$ cat src/rtl/rt_avm_pkg.sv
// rt_avm_pkg: shared Avalon-MM widths and arbiter state encoding for the ray-tracer SDRAM path.
package rt_avm_pkg;
    localparam int AVM_AW  = 32;
    localparam int AVM_DW  = 16;
    localparam int AVM_BEW = 2;

    typedef enum logic {ARB_IDLE, ARB_GRANTED} arb_state_e;

    function automatic logic [1:0] rr_next(input logic [1:0] idx, input int nreq);
        return (int'(idx) == nreq - 1) ? 2'd0 : idx + 2'd1;
    endfunction
endpackage

$ cat src/rtl/avm_id_fifo.sv
// avm_id_fifo: in-order queue of owner IDs for outstanding reads; push and pop may coincide even when full.
module avm_id_fifo #(
    parameter int IDW   = 1,
    parameter int DEPTH = 8
) (
    input  logic           clk,
    input  logic           reset,
    input  logic           push_i,
    input  logic [IDW-1:0] push_id_i,
    input  logic           pop_i,
    output logic [IDW-1:0] head_o,
    output logic           full_o,
    output logic           empty_o
);
    localparam int AW = $clog2(DEPTH);

    logic [IDW-1:0] mem_q [DEPTH];
    logic [AW-1:0]  wr_q, rd_q;
    logic [AW:0]    cnt_q;

    assign head_o  = mem_q[rd_q];
    assign full_o  = cnt_q == (AW+1)'(DEPTH);
    assign empty_o = cnt_q == '0;

    always_ff @(posedge clk) begin
        if (reset) begin
            wr_q  <= '0;
            rd_q  <= '0;
            cnt_q <= '0;
        end else begin
            if (push_i) wr_q <= wr_q + AW'(1);
            if (pop_i) rd_q <= rd_q + AW'(1);
            cnt_q <= cnt_q + (AW+1)'(push_i) - (AW+1)'(pop_i);
        end
    end

    always_ff @(posedge clk) if (push_i) mem_q[wr_q] <= push_id_i;
endmodule

$ cat src/rtl/avm_master_arbiter.sv
// avm_master_arbiter: round-robin owner of the shared SDRAM Avalon-MM master port, routing each
// read response back to the requester that issued it, in issue order.
module avm_master_arbiter
    import rt_avm_pkg::*;
#(
    parameter int NREQ        = 2,
    parameter int MAX_PENDING = 8,
    parameter int MAX_HOLD    = 16
) (
    input  logic                    clk,
    input  logic                    reset,
    input  logic [NREQ-1:0]         req_read,
    input  logic [NREQ-1:0]         req_write,
    input  logic [NREQ*AVM_AW-1:0]  req_address,
    input  logic [NREQ*AVM_DW-1:0]  req_writedata,
    input  logic [NREQ*AVM_BEW-1:0] req_byteenable,
    output logic [NREQ-1:0]         req_waitrequest,
    output logic [AVM_DW-1:0]       req_readdata,
    output logic [NREQ-1:0]         req_readdatavalid,
    output logic                    avm_m0_read,
    output logic                    avm_m0_write,
    output logic [AVM_AW-1:0]       avm_m0_address,
    output logic [AVM_DW-1:0]       avm_m0_writedata,
    output logic [AVM_BEW-1:0]      avm_m0_byteenable,
    input  logic                    avm_m0_waitrequest,
    input  logic [AVM_DW-1:0]       avm_m0_readdata,
    input  logic                    avm_m0_readdatavalid,
    output logic [1:0]              grant_idx,
    output logic                    busy,
    output logic                    err_orphan
);
    localparam int IDW = (NREQ > 1) ? $clog2(NREQ) : 1;
    localparam int HW  = $clog2(MAX_HOLD + 1);

    arb_state_e      state_q;
    logic [1:0]      grant_q, rr_q, pick;
    logic [HW-1:0]   hold_q, hold_d;
    logic            err_q;
    logic [NREQ-1:0] requesting, own_oh;
    logic            own_rd, own_wr, others, read_blocked, accept, release_grant;
    logic            fifo_full, fifo_empty, pop;
    logic [IDW-1:0]  head;

    assign requesting = req_read | req_write;

    // lowest requester overall, overridden by the lowest one at or after the RR pointer
    always_comb begin
        pick = '0;
        for (int i = NREQ - 1; i >= 0; i--) if (requesting[i]) pick = 2'(i);
        for (int i = NREQ - 1; i >= 0; i--) if (requesting[i] && 2'(i) >= rr_q) pick = 2'(i);
    end

    always_comb begin
        own_oh            = '0;
        avm_m0_address    = '0;
        avm_m0_writedata  = '0;
        avm_m0_byteenable = '0;
        for (int i = 0; i < NREQ; i++) begin
            own_oh[i] = state_q == ARB_GRANTED && grant_q == 2'(i);
            if (own_oh[i]) begin
                avm_m0_address    = req_address[AVM_AW*i +: AVM_AW];
                avm_m0_writedata  = req_writedata[AVM_DW*i +: AVM_DW];
                avm_m0_byteenable = req_byteenable[AVM_BEW*i +: AVM_BEW];
            end
        end
    end

    assign own_rd  = |(req_read & own_oh);
    assign own_wr  = |(req_write & own_oh);
    assign others  = |(requesting & ~own_oh);

    // a read may enter a full tracker only when the head is popped in the same cycle
    assign pop           = avm_m0_readdatavalid && !fifo_empty;
    assign read_blocked  = own_rd && fifo_full && !pop;
    assign avm_m0_read   = own_rd && !read_blocked;
    assign avm_m0_write  = own_wr;
    assign accept        = (avm_m0_read || avm_m0_write) && !avm_m0_waitrequest;
    assign hold_d        = (hold_q == HW'(MAX_HOLD)) ? hold_q : hold_q + HW'(1);
    assign release_grant = state_q == ARB_GRANTED &&
                           (!(own_rd || own_wr) || (accept && hold_d == HW'(MAX_HOLD) && others));

    assign req_waitrequest = ~own_oh | {NREQ{avm_m0_waitrequest || read_blocked}};
    assign req_readdata    = avm_m0_readdata;

    always_comb begin
        req_readdatavalid = '0;
        for (int i = 0; i < NREQ; i++) req_readdatavalid[i] = pop && head == IDW'(i);
    end

    avm_id_fifo #(.IDW(IDW), .DEPTH(MAX_PENDING)) u_fifo (
        .clk       (clk),
        .reset     (reset),
        .push_i    (accept && avm_m0_read),
        .push_id_i (grant_q[IDW-1:0]),
        .pop_i     (pop),
        .head_o    (head),
        .full_o    (fifo_full),
        .empty_o   (fifo_empty)
    );

    always_ff @(posedge clk) begin
        if (reset) begin
            state_q <= ARB_IDLE;
            grant_q <= '0;
            rr_q    <= '0;
            hold_q  <= '0;
            err_q   <= 1'b0;
        end else begin
            if (avm_m0_readdatavalid && fifo_empty) err_q <= 1'b1;
            case (state_q)
                ARB_IDLE: if (|requesting) begin
                    state_q <= ARB_GRANTED;
                    grant_q <= pick;
                    hold_q  <= '0;
                end
                ARB_GRANTED: begin
                    if (accept) hold_q <= hold_d;
                    if (release_grant) begin
                        state_q <= ARB_IDLE;
                        rr_q    <= rr_next(grant_q, NREQ);
                    end
                end
            endcase
        end
    end

    always_ff @(posedge clk) if (!reset) assert (!(|(req_read & req_write)));

    assign grant_idx  = grant_q;
    assign busy       = state_q == ARB_GRANTED;
    assign err_orphan = err_q;
endmodule

$ cat config.mk
export PLATFORM = sky130hd
export DESIGN_NAME = avm_master_arbiter
export DESIGN_NICKNAME = d
export VERILOG_FILES = /design/src/rtl/rt_avm_pkg.sv /design/src/rtl/avm_id_fifo.sv /design/src/rtl/avm_master_arbiter.sv
export SDC_FILE = /design/constraint.sdc
export NUM_CORES = 1
export LEC_CHECK = 0
export ABC_CLOCK_PERIOD_IN_PS = 2800
export BUFFER_PORTS_ARGS = -buffer_cell sky130_fd_sc_hd__buf_4
export CELL_PAD_IN_SITES_DETAIL_PLACEMENT = 1
export CELL_PAD_IN_SITES_GLOBAL_PLACEMENT = 1
export CORE_ASPECT_RATIO = 1.4
export CORE_MARGIN = 2
export CORE_UTILIZATION = 27
export DETAILED_ROUTE_END_ITERATION = 16
export PLACE_DENSITY = 0.8
export SKIP_CTS_REPAIR_TIMING = 1
export SLEW_MARGIN = 25
export SYNTH_ARGS = -nofsm -noshare
export SYNTH_HDL_FRONTEND = slang
export SYNTH_SLANG_ARGS = --single-unit
$ cat constraint.sdc
create_clock -name clk -period 2.8 [get_ports clk]
set_input_delay 0 -clock clk [delete_from_list [all_inputs] [get_ports clk]]
set_output_delay 0 -clock clk [all_outputs]
set_load 0.03 [all_outputs]
Word-level counts from Yosys, hierarchy flattened
Memories as Yosys holds them, arrays and structs flattened. A register that Yosys moved wholly into a read port is not among the register bits.
Index checks and enable logic that the tools add are counted.
- bits in registers: 21
- word-level logic and storage cells: 88
- output and inout port bits: 76
- RAM bits: 8
- input port bits: 124
- memories kept: 1
- memories (name ; depth ; bits a word ; rd ports ; clocked after Yosys merged registers in ; wr ports ; line ; text):
    u_fifo.mem_q ; 8 ; 1 ; 1 ; 1 ; 1 ; avm_id_fifo.sv:17 ; logic [IDW-1:0] mem_q [DEPTH];
- reductions and logical operators: 34
- equality and inequality tests: 7
- $lt $le $gt $ge: 2
- mux-type cells: 22
- bitwise logic cells: 8
- $add $sub $neg: 6
- operators with widths (kind ; count):
    two-way mux 32 bit ; 2
    two-way mux 16 bit ; 2
    logical AND 1 bit ; 16
    two-way mux 5 bit ; 3
    equality test 5 bit, second input constant ; 2
    case mux 5 bit (2 select lines) ; 1
    two-way mux 1 bit ; 8
    OR reduction 2 bit ; 4
    adder 3 x 1 -> 3 bit, second input constant ; 2
    AND 2 bit ; 3
    two-way mux 2 bit ; 3
    two-way mux 3 bit ; 2
    AND reduction 2 bit ; 3
    adder 5 x 1 -> 5 bit, second input constant ; 1
    zero test 1 bit ; 5
    adder 4 x 1 -> 4 bit ; 1
    equality test 4 bit, second input constant ; 1
    greater-or-equal comparator 1 x 2 -> 1 bit, first input constant ; 2
    zero test 4 bit ; 1
    logical OR 1 bit ; 4
    OR 2 bit ; 2
    subtractor 4 x 1 -> 4 bit ; 1
    adder 2 x 1 -> 2 bit, second input constant ; 1
    equality test 2 x 1 -> 1 bit, second input constant ; 1
    other kinds (7) ; 8

Logic depth before layout (Yosys ltp)
Gate-level depths: netlist (run 1).
- word-level depth: 16
- mapped depth: 12
- gate-level depth less buffers: 12

Hierarchy
Synthesis (run 1) repeated with hierarchy kept, for this count alone.
- cells, all modules: 292
- area, all modules: 2422.3 um^2
- by module, submodules not included (module ; cells each ; area each (um^2) ; sequential area each (um^2) ; times used):
    avm_master_arbiter ; 211 ; 1491.4 ; 180.2 ; 1
    avm_id_fifo ; 81 ; 930.9 ; 500.5 ; 1

Least setup slack after synthesis (run 1)
OpenSTA, ideal clock, no wires.
- path type: register to register
- start: reg u_fifo.cnt_q[2]
- end: reg u_fifo.cnt_q[2]
- path slack: 0.338 ns
- path buffers: 0
- arrival: 2.335 ns
- library setup time: 0.128 ns
- required time: 2.672 ns
- clock period less this slack: 2.462 ns
- stages on the path, launching flop included: 12
- cell sequence: dfxtp_1 -> inv_1 -> ha_1 -> nand2b_1 -> a2111oi_4 -> inv_2 -> ha_1 -> inv_1 -> ha_1 -> fa_1 -> xnor2_1 -> nor2_1
- word-level cells in the longest chain between the ends: 12
- elaborated cells between the ends (all ways): 14
- classes of those cells: 2 x add/sub; 1 x eq/ne; 11 x reduce/logical
- RTL lines (element ; line ; text):
    start, declared ; avm_id_fifo.sv:19 ; logic [AW:0] cnt_q;
    start signal, assigned ; avm_id_fifo.sv:33 ; cnt_q <= cnt_q + (AW+1)'(push_i) - (AW+1)'(pop_i);
    zero test 4 bit ; avm_id_fifo.sv:23 ; assign empty_o = cnt_q == '0;
    zero test 1 bit ; avm_master_arbiter.sv:73 ; assign pop = avm_m0_readdatavalid && !fifo_empty;
    logical AND 1 bit ; avm_master_arbiter.sv:73 ;
    zero test 1 bit ; avm_master_arbiter.sv:74 ; assign read_blocked = own_rd && fifo_full && !pop;
    logical AND 1 bit ; avm_master_arbiter.sv:74 ;
    zero test 1 bit ; avm_master_arbiter.sv:75 ; assign avm_m0_read = own_rd && !read_blocked;
    logical AND 1 bit ; avm_master_arbiter.sv:75 ;
    logical OR 1 bit ; avm_master_arbiter.sv:77 ; assign accept = (avm_m0_read || avm_m0_write) && !avm_m0_waitrequest;
    logical AND 1 bit ; avm_master_arbiter.sv:77 ;
    logical AND 1 bit ; avm_master_arbiter.sv:93 ; .push_i (accept && avm_m0_read),
    adder 4 x 1 -> 4 bit ; avm_id_fifo.sv:33 ;
    subtractor 4 x 1 -> 4 bit * ; avm_id_fifo.sv:33 ;
Every way passes the cells marked *; elsewhere a longest branch is shown, timed or not.
A chain may end at the register's enable or synchronous reset.

Worst setup path in the final report (run 1)
Ends and elaborated chain as after synthesis.

==> results of run 1 <==
-- flip-flops by register name (all words and copies together) (netlist names), named ones only --
signal        count
u_fifo.mem_q      8
busy              1
rr_q              1
err_orphan        1
u_fifo.cnt_q      4
u_fifo.rd_q       3
u_fifo.wr_q       3
grant_idx         1
hold_q            5
-- layout make-up --
class	instances	area share, %
clock inverter	3	1.63
timing repair buffer	170	32.6
clock buffer	5	3.20
multi-input combinational	217	40.4
inverter	12	1.15
tap	107	3.42
sequential	30	17.5
-- power groups by stage --
| stage | combinational [mW] | clock [mW] | sequential (mW) |
|---|---|---|---|
| final | 0.939 | 0.705 | 0.559 |
| after global routing | 1.03 | 0.728 | 0.564 |
| after CTS | 0.941 | 0.713 | 0.559 |
| after detailed placement | 0.931 | 0 | 0.567 |
| after global placement | 0.892 | 0 | 0.561 |
| after floorplan | 0.626 | 0 | 0.565 |
-- cell families after synthesis --
family | Yosys count | synth area share, %
xor+xnor | 7 | 2.44
simple gates | 110 | 19.3
other cells | 1 | 0.149
compound gates | 32 | 11.2
flops | 30 | 27.1
buf+inv | 46 | 10.3
mux | 56 | 23.8
fa+ha+maj | 11 | 5.78
-- Yosys cell counts (all sizes together), types with 2 or more instances --
cell type  number
xor2            3
a311o           2
xnor2           4
ha             10
clkbuf          7
mux2i          54
a2111oi         2
edfxtp          8
nand2          14
a21o            2
a21oi           7
a211oi          2
dfxtp          22
nor3            5
a211o           2
nor2           75
nor3b           2
nor2b           2
mux4            2
nand2b          5
o21ai           6
a31oi           2
inv            12
nand3           3
buf            27
-- through the flow --
step                std cells  utilization [%]
global route              544             43.3
finish                    544             43.3
global placement          535             41.0
detailed placement        535             41.0
CTS                       543             43.1
floorplan                 293                -
-- metal layers --
layer | routed length [um] | up-vias
met5 | 0 | -
met4 | 178 | 0
met3 | 779 | 15
met2 | 4610 | 126
met1 | 3670 | 1250
li1 | - | 1264
-- worst paths after layout --
path | startpoint | end | slack [ns]
hold reg to reg | u_fifo.wr_q[0] | u_fifo.wr_q[0] | 0.51
hold / removal | avm_m0_readdata[2] | req_readdata[2] | 0.00001
setup / recovery | u_fifo.cnt_q[2] | u_fifo.cnt_q[2] | 0.23
setup reg to reg | u_fifo.cnt_q[2] | u_fifo.cnt_q[2] | 0.23
-- critical path, stage by stage (launching register included) --
cell and delay, ns:
dfxtp_1 0.32, inv_1 0.08, ha_1 0.24, nand2b_4 0.18, a2111oi_4 0.42, inv_2 0.09, ha_1 0.28, inv_1 0.04
ha_1 0.20, fa_1 0.38, xnor2_1 0.16, nor2_1 0.06
==> impl_metrics.tcl, run 1 <==
set metrics [dict create \
    outcome "complete, no violations" \
    syn_nets 428 \
    pwr-share-comb_pct 42.6 \
    area_delta_synth_final_pct 55.6 \
    pwr-share-clk_pct 32.0 \
    setup_viol 0 \
    ys_ff_latch 30 \
    diodes 0 \
    cts_tree "built" \
    p_seq_share_pct 25.4 \
    end_kind "register" \
    fin_skew_ns 0.00608 \
    crit_fanout 4 \
    fin_crit_sh_pct 91.9 \
    hold_path.class "primary input to output pin" \
    seqCellArea_um2 684 \
    ir_drop_v 0.000554 \
    grtUsageMet3_pct 4.75 \
    die_w_um 85.5 \
    layout_commonest_cell "buf_4" \
    met2_usage_pct 31.8 \
    slew_viol_final 0 \
    insertion_delay_ns 0.28 \
    grt_pass1_vias 2891 \
    synth_top_area_share_pct 21.1 \
    finalHoldViolations 0 \
    dp_hpwl_um 7520 \
    yosysWarningCount 0 \
    ff2ff_path_depth 11 \
    syn_avg_cell_area_um2 8.57 \
    core_area_um2 9030 \
    nets 571 \
    clkTransAtPathRegs_ns 0.05 \
    power_per_cell_area_nw_per_um2 564 \
    cts-root-buf "clkbuf_16" \
    grt_pass1_wl_um 14400 \
    synth_cell_types 46 \
    syn_area_um2 2510 \
    worstPathArrival_ns 2.74 \
    clock_path_buffers 2 \
    netSwitchingPower_uw 761 \
    top_usage_layer "met2" \
    synth_ff_type "dfxtp_1" \
    ctsHtreeMaxLevel 2 \
    grt_max_degree 54 \
    place_area_um2 3710 \
    synth-edff-count 8 \
    setup.worst_path.start_class "register" \
    p_leak_nw 1.74 \
    grtUsageTotal_pct 18.2 \
    gp_congestion 0.828 \
    final.fill_count 1070 \
    drt_iter0_drc 44 \
    grt.overflow.total 0 \
    drt-wirelength-per-cell_um 17.0 \
    p_total_mw 2.20 \
    pre_cts_slack_ns 0.119 \
    mostFrequentLayoutCells "170 x buf_4, 75 x nor2_1, 53 x mux2i_1" \
    port_buffers 166 \
    finalWorstSetupSlack_ns 0.227 \
    cts_buffers 5 \
    intPower_mw 1.44 \
    routed_wl_um 9250 \
    die_h_um 118 \
    drive_gt1_share_pct 43.9 \
    sw_frac_of_total_pct 34.5 \
    io_pins 200 \
    async_reset_ff_share_pct 0 \
    first_pass_iters 5 \
    maxCapViolations 0 \
    drc 0 \
    max_freq_mhz 389 \
    use_met1_pct 21.2 \
    vias 2655 \
    rsz0062_at_grt "false" \
    multi_input_area_um2 1580 \
    num_rows 41 \
    seq_area_frac_synth_pct 27.1 \
    synth_cells 293 \
    maxSlewHeadroom_pct 57.6 \
    crit_required_ns 2.97 \
    hold_depth 0 \
    netlist.top_cell.by_area "mux2i_1" \
    cts.sink_count 30 \
    initial_core_util_pct 27.8 \
    finalCriticalPeriod_ns 2.57 \
    max_slew.worst_pin.slew_ns 0.636 \
    crit_type "register to register" \
    routed_via_density 4.88 \
    finish.instance_area_um2 3910 \
    antenna_found_initial 0 \
    hold_ws_ns 0.0000116 \
    die_area_um2 10100 \
    fin_setup_tns_ns 0 \
    synth_area_leaders "mux2i_1 21%, dfxtp_1 18%, nor2_1 11%, edfxtp_1 9.6%, buf_4 5.4%" \
    ant_nets 0 \
]
Power figures use the tool's default switching activity.
==> run 2, diff against run 1 <==
- CTS_BUF_LIST: default -> sky130_fd_sc_hd__clkbuf_16
- GPL_TIMING_DRIVEN: default -> 0
==> impl_metrics.tcl, run 2 (same netlist as run 1, synthesis figures left out) <==
set metrics [dict create \
    outcome "complete, no violations" \
    hold_path.class "primary input to register" \
    vias 2811 \
    slew_viol_final 0 \
    stdcell_count 590 \
    max_slew.worst_pin.slew_ns 0.560 \
    path_delay_family "adder cells" \
    maxSlewHeadroom_pct 62.4 \
    dp_hpwl_um 8240 \
    netSwitchingPower_uw 791 \
    core_area_um2 9030 \
    setup_viol 0 \
    ir_drop_v 0.000399 \
    grtUsageTotal_pct 18.8 \
    antenna_found_initial 0 \
    place_inst 581 \
    die_w_um 85.5 \
    finalCriticalPeriod_ns 2.59 \
    seqCellArea_um2 682 \
    grt.overflow.total 0 \
    routed_via_density 4.76 \
    fin_crit_sh_pct 92.4 \
    crit_fanout 4 \
    die_h_um 118 \
    ctsHtreeMaxLevel 2 \
    initial_core_util_pct 27.8 \
    worstPathArrival_ns 2.73 \
    layout_commonest_cell "buf_4" \
    cts_tree "built" \
    crit_buf_inv 3 \
    final.fill_count 1099 \
    gp_congestion 0.812 \
    intPower_mw 1.30 \
    hold_ws_ns 0.0115 \
    p_seq_share_pct 26.7 \
    slowest_stage "a2111oi_4" \
    drt_iter0_drc 79 \
    fin_setup_tns_ns 0 \
    max_freq_mhz 386 \
    crit_type "register to register" \
    area_delta_synth_final_pct 65.8 \
    diodes 0 \
    largest_register_ff_count 8 \
    ant_nets 0 \
    clock_path_buffers 2 \
    multi_input_area_um2 1580 \
    drt-wirelength-per-cell_um 16.5 \
    rsz0062_at_grt "false" \
    clkTransAtPathRegs_ns 0.06 \
    mostFrequentLayoutCells "200 x buf_4, 75 x nor2_1, 53 x mux2i_1" \
    cts-root-buf "clkbuf_16" \
    drc 0 \
    nets 617 \
    end_kind "register" \
    finalHoldViolations 0 \
    drive_gt1_share_pct 48.0 \
    cts_buffers 5 \
    maxCapViolations 0 \
    grt_pass1_vias 3025 \
    pwr-share-clk_pct 25.2 \
    p_leak_nw 1.92 \
    crit_required_ns 2.94 \
    pwr-share-comb_pct 48.0 \
    die_area_um2 10100 \
    path_cells "inv_1 -> ha_2 -> nand2b_4 -> a2111oi_4 -> inv_2 -> ha_1 -> inv_1 -> ha_1 -> fa_1 -> xnor2_1 -> nor2_1" \
    grt_pass1_wl_um 15100 \
    routed_wl_um 9720 \
    first_pass_iters 4 \
    setup.worst_path.start_class "register" \
    critPathMaxStageDelay_ns 0.44 \
    port_buffers 181 \
    grt_max_degree 11 \
    power_per_cell_area_nw_per_um2 501 \
    num_rows 41 \
    sw_frac_of_total_pct 37.9 \
    top_regs "u_fifo.mem_q: 8 flops, hold_q: 5 flops, u_fifo.cnt_q: 4 flops" \
    p_total_mw 2.09 \
    regMostFlops "u_fifo.mem_q" \
    cts.sink_count 30 \
    io_pins 200 \
    insertion_delay_ns 0.28 \
    fin_skew_ns 0.00918 \
]
run 2: cell count changes in the layout (fill, tap and decap cells not counted):
cell / before / now
buf_2: 0 / 8
buf_4: 170 / 200
buf_6: 0 / 1
bufinv_16: 2 / 0
clkbuf_1: 0 / 7
clkinv_2: 0 / 1
clkinvlp_4: 0 / 1
dfxtp_2: 0 / 1
dfxtp_4: 1 / 0
ha_1: 10 / 9
ha_2: 0 / 1
run 2: path summary, 6_finish.rpt:
check | startpoint | to | slack (ns) | cells past startpoint
max | u_fifo.cnt_q[2] | u_fifo.cnt_q[2] | 0.21 | 11
min | avm_m0_readdatavalid | err_orphan | 0.01 | 3
max reg2reg | u_fifo.cnt_q[2] | u_fifo.cnt_q[2] | 0.21 | 11
min reg2reg | u_fifo.rd_q[1] | register | 0.50 | 2
run 2: layer usage:
metal	routed length, um	global-route usage (%)
met4	150	4.56
met1	3640	21.0
met3	907	6.35
met5	0	0
met2	5020	33.6
run 2: final cells by class:
cell class                 instances  share of cell area [%]
clock buffer                       5                    3.00
inverter                          12                    1.08
multi-input combinational        217                    38.0
clock inverter                     3                   0.391
tap                              107                    3.21
buffer                            34                    5.11
timing repair buffer             182                    32.8
sequential                        30                    16.4
run 2: metrics by stage:
step	utilization, %	cell area, um2	worst slack (ns)
after floorplan	-	2510	0.338
after global placement	44.4	4010	0.125
after detailed placement	44.4	4010	0.0378
after CTS	45.9	4150	-0.0317
after global routing	46.1	4170	0.0247
final	46.1	4170	0.211
run 2: worst register-to-register path: stages, from the launching register on:
cell       delay (ns)
dfxtp_1          0.31
inv_1            0.07
ha_2             0.21
nand2b_4         0.18
a2111oi_4        0.45
inv_2            0.09
ha_1             0.30
inv_1            0.05
ha_1             0.21
fa_1             0.38
xnor2_1          0.15
nor2_1           0.05
run 2: power groups by stage:
stage | Clock [mW] | Combinational (mW) | Sequential [mW]
6_report | 0.527 | 1.00 | 0.558
3_5_place_dp | 0 | 0.990 | 0.567
2_1_floorplan | 0 | 0.626 | 0.565
4_1_cts | 0.532 | 1.00 | 0.559
5_1_grt | 0.553 | 1.10 | 0.568
3_3_place_gp | 0 | 0.961 | 0.563
==> run 3, diff against run 2 <==
- BUFFER_PORTS_ARGS: -buffer_cell sky130_fd_sc_hd__buf_4 -> default
- CORE_UTILIZATION: 27 -> 35
- DONT_BUFFER_PORTS: default -> 1
- PLACE_DENSITY: 0.8 -> 0.65
==> impl_metrics.tcl, run 3 (same netlist as run 1, synthesis figures left out) <==
set metrics [dict create \
    ir_drop_v 0.000326 \
    regMostFlops "u_fifo.mem_q" \
    area_delta_synth_final_pct 13.9 \
    crit_fanout 5 \
    layout_commonest_cell "nor2_1" \
    drc 0 \
    cts-root-buf "clkbuf_16" \
    finalCriticalPeriod_ns 2.60 \
    maxCapViolations 0 \
    place_area_um2 2630 \
    slew_viol_final 0 \
    fin_crit_sh_pct 92.8 \
    insertion_delay_ns 0.28 \
    initial_core_util_pct 36.0 \
    pre_cts_slack_ns 0.0201 \
    finalWorstSetupSlack_ns 0.202 \
    cts_tree "built" \
    setup.worst_path.start_class "register" \
    antenna_found_initial 2 \
    crit_type "register to register" \
    path_delay_family "adder cells" \
    fin_skew_ns 0.00619 \
    stdcell_count 400 \
    grtUsageTotal_pct 20.4 \
    end_kind "register" \
    crit_buf_inv 3 \
    port_buffers 0 \
    ctsHtreeMaxLevel 2 \
    cts.sink_count 30 \
    rsz0062_at_grt "false" \
    finish.instance_area_um2 2860 \
    num_rows 36 \
    gp_congestion 0.772 \
    first_pass_iters 4 \
    drt_iter0_drc 90 \
    drive_gt1_share_pct 16.8 \
    grt_pass1_vias 2240 \
    routed_wl_um 7990 \
    die_w_um 75.6 \
    cts_buffers 5 \
    dp_hpwl_um 6720 \
    place_inst 388 \
    power_per_cell_area_nw_per_um2 702 \
    grt_pass1_wl_um 11900 \
    io_pins 200 \
    outcome "complete, no violations" \
    crit_required_ns 3.01 \
    p_total_mw 2.01 \
    largest_register_ff_count 8 \
    critPathMaxStageDelay_ns 0.52 \
    slowest_stage "fa_2" \
    core_area_um2 6980 \
    p_leak_nw 1.06 \
    max_slew.worst_pin.slew_ns 0.781 \
    utilization_pct 41.0 \
    hold_ws_ns 0.00106 \
    maxSlewHeadroom_pct 47.7 \
    finalHoldViolations 0 \
    clock_path_buffers 2 \
    die_h_um 104 \
    final.fill_count 826 \
    die_area_um2 7880 \
    top_regs "u_fifo.mem_q: 8 flops, hold_q: 5 flops, u_fifo.cnt_q: 4 flops" \
    hold_path.class "primary input to register" \
    setup_viol 0 \
    mostFrequentLayoutCells "75 x nor2_1, 53 x mux2i_1, 22 x dfxtp_1" \
    drt-wirelength-per-cell_um 20.0 \
    vias 2142 \
    routed_via_density 5.36 \
    ant_nets 0 \
    nets 438 \
    path_cells "inv_1 -> ha_2 -> nand2b_4 -> a2111oi_4 -> inv_2 -> ha_1 -> inv_1 -> ha_1 -> fa_2 -> nor2b_1" \
    grt.overflow.total 0 \
    max_freq_mhz 385 \
    worstPathArrival_ns 2.81 \
    grt_max_degree 11 \
    fin_setup_tns_ns 0 \
    clkTransAtPathRegs_ns 0.05 \
]
-- run 3: cell count changes in the layout (fill, tap and decap cells not counted), sizes merged --
cell | previous run | this run
diode | 0 | 1
buf | 209 | 28
clkinvlp | 1 | 0
clkinv | 2 | 1
bufinv | 0 | 2
dlygate4sd3 | 0 | 2
-- run 3: report_power, final --
group	total [mW]	switching (mW)	internal [mW]
combinational	0.746	0.476	0.270
clock	0.696	0.190	0.506
sequential	0.568	0.0628	0.505
total	2.01	0.729	1.28
-- run 3: path summary, 6_finish.rpt --
path / cells after the start / endpoint / slack (ns) / startpoint
max: 10 / u_fifo.cnt_q[1] / 0.20 / u_fifo.cnt_q[2]
min: 3 / u_fifo.rd_q[1] / 0.001 / avm_m0_readdatavalid
max reg2reg: 10 / u_fifo.cnt_q[1] / 0.20 / u_fifo.cnt_q[2]
min reg2reg: 2 / u_fifo.rd_q[1] / 0.51 / u_fifo.rd_q[1]
-- run 3: final cells by class --
type                       instances  area, um2  share of cell area [%]
sequential                        30        681                    23.8
multi-input combinational        217       1590                    55.4
clock buffer                       5        125                    4.37
buffer                            34        213                    7.43
timing repair buffer               3       27.5                   0.962
tap                               95        119                    4.15
antenna                            1       2.50                  0.0874
clock inverter                     3       63.8                    2.23
inverter                          12       45.0                    1.57
-- run 3: per-layer routing --
metal	track usage, %	up-vias	wire [um]
met5	0	-	13
met4	7.02	2	119
met1	23.9	1017	3180
met2	34.5	114	4060
li1	-	1002	-
met3	5.81	7	612
-- run 3: worst min-delay path, cell delays in order --
cell and delay (ns):
nand2_1 0.06, nand2_1 0.08, a21oi_1 0.08
